--- src/rtl/motor_pwm_driver.sv ---
// motor_pwm_driver: two-channel L298-style H-bridge PWM driver with coast dead-time on reversal.
// Optional MOTOR_RAMP_EN: the applied duty code slews by one step per PWM period.
module motor_pwm_driver #(
    parameter int PERIOD_CYC   = 100000,
    parameter int DEAD_PERIODS = 2
) (
    input  logic       clk,
    input  logic       rst_n,
    input  logic [1:0] DutyCycleA,
    input  logic [1:0] DutyCycleB,
    input  logic       FWDA,
    input  logic       BWDA,
    input  logic       FWDB,
    input  logic       BWDB,
    output logic       ENA,
    output logic       ENB,
    output logic       IN1A,
    output logic       IN2A,
    output logic       IN1B,
    output logic       IN2B,
    output logic       FaultA,
    output logic       FaultB,
    output logic       PeriodTick,
    output logic [1:0] dbg_state_a_o,
    output logic [1:0] dbg_state_b_o
);
    localparam int CNT_W  = $clog2(PERIOD_CYC);
    localparam int CMP_W  = $clog2(PERIOD_CYC + 1);
    localparam int DEAD_W = $clog2(DEAD_PERIODS + 1);
    localparam logic [CNT_W-1:0] CNT_LAST = CNT_W'(PERIOD_CYC - 1);

    typedef enum logic [1:0] {
        ST_STOP    = 2'd0,
        ST_RUN_FWD = 2'd1,
        ST_RUN_BWD = 2'd2,
        ST_DEAD    = 2'd3
    } state_e;

    typedef enum logic [1:0] {
        REQ_S = 2'd0,
        REQ_F = 2'd1,
        REQ_B = 2'd2
    } req_e;

    function automatic req_e decode(input logic fwd, input logic bwd);
        if (fwd && !bwd) return REQ_F;
        if (bwd && !fwd) return REQ_B;
        return REQ_S;
    endfunction

    function automatic state_e req_state(input req_e r);
        case (r)
            REQ_F:   return ST_RUN_FWD;
            REQ_B:   return ST_RUN_BWD;
            default: return ST_STOP;
        endcase
    endfunction

    function automatic logic [CMP_W-1:0] cmp_of(input logic [1:0] code);
        return CMP_W'((int'(code) + 1) * (PERIOD_CYC / 4));
    endfunction

    logic [CNT_W-1:0]  cnt_q, cnt_d;
    logic              sample;
    state_e            state_q [2];
    state_e            state_d [2];
    logic [DEAD_W-1:0] dead_q  [2];
    logic [DEAD_W-1:0] dead_d  [2];
    logic [1:0]        code_q  [2];
    logic [1:0]        code_d  [2];
    logic [CMP_W-1:0]  cmp_q   [2];
    logic [CMP_W-1:0]  cmp_d   [2];
    logic [1:0]        duty_w  [2];
    logic [1:0]        fwd_w, bwd_w;
    logic [1:0]        en_q, en_d;
    logic [1:0]        in1_q, in1_d;
    logic [1:0]        in2_q, in2_d;
    logic [1:0]        fault_q, fault_d;
    logic              tick_q, tick_d;

    assign fwd_w     = {FWDB, FWDA};
    assign bwd_w     = {BWDB, BWDA};
    assign duty_w[0] = DutyCycleA;
    assign duty_w[1] = DutyCycleB;

    // Everything visible on the pins is computed from next-state values, so pins change
    // on the same edge as the counter and stay glitch-free registered outputs.
    assign sample = (cnt_q == CNT_LAST);
    assign cnt_d  = sample ? '0 : cnt_q + CNT_W'(1);
    assign tick_d = (cnt_d == CNT_LAST);

    always_comb begin
        req_e req;
        req     = REQ_S;
        en_d    = '0;
        in1_d   = '0;
        in2_d   = '0;
        fault_d = fault_q;
        for (int ch = 0; ch < 2; ch++) begin
            state_d[ch] = state_q[ch];
            dead_d[ch]  = dead_q[ch];
            code_d[ch]  = code_q[ch];
            cmp_d[ch]   = cmp_q[ch];
            if (sample) begin
                req         = decode(fwd_w[ch], bwd_w[ch]);
                fault_d[ch] = fwd_w[ch] & bwd_w[ch];
                case (state_q[ch])
                    ST_STOP: state_d[ch] = req_state(req);
                    ST_RUN_FWD: begin
                        if (req == REQ_B) begin
                            state_d[ch] = ST_DEAD;
                            dead_d[ch]  = DEAD_W'(DEAD_PERIODS);
                        end else if (req == REQ_S) begin
                            state_d[ch] = ST_STOP;
                        end
                    end
                    ST_RUN_BWD: begin
                        if (req == REQ_F) begin
                            state_d[ch] = ST_DEAD;
                            dead_d[ch]  = DEAD_W'(DEAD_PERIODS);
                        end else if (req == REQ_S) begin
                            state_d[ch] = ST_STOP;
                        end
                    end
                    default: begin
                        if (dead_q[ch] == DEAD_W'(1)) state_d[ch] = req_state(req);
                        else                          dead_d[ch]  = dead_q[ch] - DEAD_W'(1);
                    end
                endcase
                if (state_d[ch] == ST_RUN_FWD || state_d[ch] == ST_RUN_BWD) begin
`ifdef MOTOR_RAMP_EN
                    if (state_d[ch] != state_q[ch])       code_d[ch] = 2'b00;
                    else if (code_q[ch] < duty_w[ch])     code_d[ch] = code_q[ch] + 2'b01;
                    else if (code_q[ch] > duty_w[ch])     code_d[ch] = code_q[ch] - 2'b01;
`else
                    code_d[ch] = duty_w[ch];
`endif
                    cmp_d[ch] = cmp_of(code_d[ch]);
                end
            end
            in1_d[ch] = (state_d[ch] == ST_RUN_FWD);
            in2_d[ch] = (state_d[ch] == ST_RUN_BWD);
            en_d[ch]  = (in1_d[ch] | in2_d[ch]) && (CMP_W'(cnt_d) < cmp_d[ch]);
        end
    end

    always_ff @(posedge clk or negedge rst_n) begin
        if (!rst_n) begin
            cnt_q   <= '0;
            tick_q  <= 1'b0;
            en_q    <= '0;
            in1_q   <= '0;
            in2_q   <= '0;
            fault_q <= '0;
            for (int ch = 0; ch < 2; ch++) begin
                state_q[ch] <= ST_STOP;
                dead_q[ch]  <= '0;
                code_q[ch]  <= '0;
                cmp_q[ch]   <= '0;
            end
        end else begin
            cnt_q   <= cnt_d;
            tick_q  <= tick_d;
            en_q    <= en_d;
            in1_q   <= in1_d;
            in2_q   <= in2_d;
            fault_q <= fault_d;
            for (int ch = 0; ch < 2; ch++) begin
                state_q[ch] <= state_d[ch];
                dead_q[ch]  <= dead_d[ch];
                code_q[ch]  <= code_d[ch];
                cmp_q[ch]   <= cmp_d[ch];
            end
        end
    end

    assign ENA           = en_q[0];
    assign ENB           = en_q[1];
    assign IN1A          = in1_q[0];
    assign IN2A          = in2_q[0];
    assign IN1B          = in1_q[1];
    assign IN2B          = in2_q[1];
    assign FaultA        = fault_q[0];
    assign FaultB        = fault_q[1];
    assign PeriodTick    = tick_q;
    assign dbg_state_a_o = state_q[0];
    assign dbg_state_b_o = state_q[1];

endmodule

--- config.mk ---
export PLATFORM = sky130hd
export DESIGN_NAME = motor_pwm_driver
export DESIGN_NICKNAME = d
export VERILOG_FILES = /design/src/rtl/motor_pwm_driver.sv
export SDC_FILE = /design/constraint.sdc
export NUM_CORES = 1
export LEC_CHECK = 0
export CORE_MARGIN = 8
export CORE_UTILIZATION = 60
export CTS_CLUSTER_DIAMETER = 80
export DETAILED_ROUTE_END_ITERATION = 7
export DONT_BUFFER_PORTS = 1
export PLACE_DENSITY = 0.74
export SLEW_MARGIN = 40
export SYNTH_ARGS = -nofsm -noshare
export SYNTH_HDL_FRONTEND = slang
export SYNTH_SLANG_ARGS = --single-unit
--- constraint.sdc ---
create_clock -name clk -period 6 [get_ports clk]
set_input_delay 0.9 -clock clk [delete_from_list [all_inputs] [get_ports clk]]
set_output_delay 0.9 -clock clk [all_outputs]
set_load 0.02 [all_outputs]
==> reports/qor.yml <==
hold_path_class: "input port to async pin"
rrSetupSlack_ns: 1.32
synth_compound_area_share_pct: 12.8
synthAdderAreaFrac_pct: 17.6
synth.distinct_cells: 53
endpoint_kind: "register"
diodes: 0
yosys-top-cells-count: "dfrtp_1 (68), ha_1 (66), nand2_1 (35)"
worst_pin_slew_ns: 0.757
crit_type: "register to register"
slew_viol_final: 0
crit_path_end: "en_q[1]"
worstPathRequired_ns: 6.29
ys_seq_elements: 68
final_nets: 526
crit_fanout: 15
die_w_um: 104
power_switching_mw: 0.206
clock_latency_ns: 0.36
initial_core_util_pct: 61.4
async_flop_share_pct: 100
max_stage_delay_ns: 0.65
first_iter_violations: 154
p_comb_share_pct: 4.1
synthFlopType: "dfrtp_1"
yosysSeqAreaShare_pct: 36.2
routabilityCongestion: 0.891
irDropWorstVdd_v: 0.0000929
relSlewSlack_pct: 49.5
outcome: "finished clean"
via_count: 3303
cp.depth: 15
muxShareOfSynthArea_pct: 10.3
fin_setup_tns_ns: 0
hold_slack_ns: 0.231
reg2reg_depth: 15
wl_per_cell_um: 16.5
critPathTopFamily: "compound AO/OA/AOI/OAI gates"
cts_buffer_depth: 2
wl_um: 9180
r2r_start: "dbg_state_b_o[1]"
ctsRootBufferMaster: "clkbuf_8"
switching_share_pct: 22.6
std_cell_rows: 32
cts_resized: 0
die_h_um: 104
dpl.hpwl_um: 6870
placeableCoreArea_mm2: 0.00765
synth_xor_area_share_pct: 5.01
cts_tree: "done"
vias_per_cell: 5.94
syn_area_mm2: 0.00469
antenna_found_initial: 0
h-tree-depth: 3
p_per_area_mw_per_mm2: 184
startpoint: "dbg_state_b_o[1]"
max_freq_mhz: 214
postCtsSetupRepairBufs: 0
period_share_pct: 78.0
syn_to_final_growth_pct: 5.30
grt_max_degree: 69
synth-simple-area-share_pct: 14.2
synth-edff-count: 0
synth_nets: 527
report.final.hold_viol_count: 0
dieArea_mm2: 0.0109
setup_viol: 0
cap_violations: 0
pwr-share-clk_pct: 45.6
route.detailed.drc: 0
synth_top_area_cell: "dfrtp_1"
min_period_ns: 4.68
cp_slowest_cell: "nand2b_1"
clock_skew_ns: 0.0133
grt-ovfl-total: 0
num_io_pins: 23
drtPass1Iterations: 4
synth_top_area_share_pct: 36.2
holdBufCountCts: 0
syn_avg_cell_area_um2: 10.4
cts.sinks: 68
synth_top_family_by_area: "adder cells"
drive_gt1_share_pct: 9.69
ant_nets: 0
ys_warn_count: 0
p_int_mw: 0.705
leakagePower_nw: 2.55
r2r-end: "en_q[1]"
synth_cells: 451
synth.area.top_cells: "dfrtp_1 (36%), ha_1 (18%), mux2i_1 (4.9%), mux2_4 (3.5%), nand2_1 (2.8%)"
io_buffer_count: 0
numCtsBuffers: 9
grt_pass1_vias: 3340
path_cells: "inv_1, ha_1, a211o_1, a221oi_1, a21oi_1, xnor2_2, nand2b_1, buf_4, mux2i_1, ha_1, a21oi_1, o21ai_0, a2111oi_0, o211ai_1, nand2_1"
path_buf_inv: 2
grt_pass1_wl_um: 15800
crit_arrival_ns: 4.97
track_usage_pct: 17.8
seq_power_share_pct: 50.3
clk_pin_slew_worst_paths_ns: 0.08
fin_util_pct: 64.6
rsz0062_at_grt: "no"
yosysMostFrequentCell: "dfrtp_1"
n_fill_cell: 611
start_kind: "register"
==> worst min-delay path by stage <==
| stage | slack (ns) | startpoint | to |
|---|---|---|---|
| after CTS | 0.22 | rst_n | in1_q[0] |
| after global placement | 0.47 | cmp_q[12] | cmp_q[12] |
| after global routing | 0.21 | rst_n | dead_q[2] |
| final | 0.23 | rst_n | cmp_q[6] |
| after floorplan | 0.44 | cmp_q[17] | cmp_q[17] |
| after detailed placement | 0.47 | cmp_q[29] | cmp_q[29] |
==> power by group through the flow <==
stage / sequential (mW) / combinational [mW] / clock (mW)
3_5_place_dp: 0.467 / 0.0370 / 0
5_1_grt: 0.458 / 0.0423 / 0.442
2_1_floorplan: 0.467 / 0.0313 / 0
4_1_cts: 0.458 / 0.0372 / 0.423
6_report: 0.458 / 0.0374 / 0.416
3_3_place_gp: 0.467 / 0.0364 / 0
==> logic make-up (layout without fill, tap and decap cells) <==
kind of cell,Yosys count,after routing
buf+inv,31,34
mux,42,42
fa+ha+maj,66,66
xor+xnor,26,26
compound gates,90,90
flops,68,68
simple gates,128,128
==> layout by cell type (no fill, tap or decap), types with 4 or more instances in the layout <==
cell type | synthesis | layout
nand3_1 | 10 | 10
mux2_4 | 11 | 11
nand4_1 | 15 | 15
and2_1 | 10 | 10
a21o_1 | 7 | 7
clkbuf_8 | 0 | 9
nor2b_1 | 9 | 9
nor2_1 | 19 | 19
nor3_1 | 7 | 7
o21ai_0 | 24 | 24
dfrtp_1 | 68 | 68
a31oi_1 | 6 | 6
a211o_1 | 6 | 6
nand2b_1 | 5 | 4
mux2i_1 | 23 | 23
xor2_1 | 12 | 12
clkinvlp_4 | 0 | 4
a21oi_1 | 15 | 15
nand2_1 | 35 | 35
xnor2_1 | 13 | 13
ha_1 | 66 | 66
inv_1 | 16 | 16
o21a_1 | 10 | 10
mux2_2 | 8 | 8
==> area by class of cell <==
type / instances / area [µm²] / share of cell area (%)
timing repair buffer: 3 / 22.5 / 0.456
clock buffer: 9 / 124 / 2.51
inverter: 16 / 60.1 / 1.21
multi-input combinational: 352 / 2820 / 57.0
tap: 102 / 128 / 2.58
clock inverter: 6 / 90.1 / 1.82
sequential: 68 / 1700 / 34.4
==> state kept, by name (all words and copies together), names as in the netlist <==
register,flops
dbg_state_b_o,2
in1_q,2
dbg_state_a_o,2
cmp_q,34
fault_q,2
en_q,2
in2_q,2
cnt_q,17
PeriodTick,1
dead_q,4
==> per-stage QoR <==
stage                     total power, mW  setup WS [ns]  area [µm²]  cells
final                               0.912           1.32        4940    556
after global routing                0.942          0.917        4940    556
after CTS                           0.919           1.35        4940    556
after detailed placement            0.504           1.40        4730    541
after global placement              0.503           1.43        4730    541
after floorplan                     0.498           2.18        4690    451
==> routing by layer <==
| layer | vias to the layer above | part of all wire (%) | global-route usage, % |
|---|---|---|---|
| met5 | - | 0 | 0 |
| met4 | 0 | 2.5 | 8.79 |
| met3 | 20 | 5.0 | 5.20 |
| met2 | 62 | 47 | 27.8 |
| met1 | 1590 | 46 | 21.8 |
| li1 | 1631 | - | - |
Note: power is estimated with default switching activity, not from simulation.
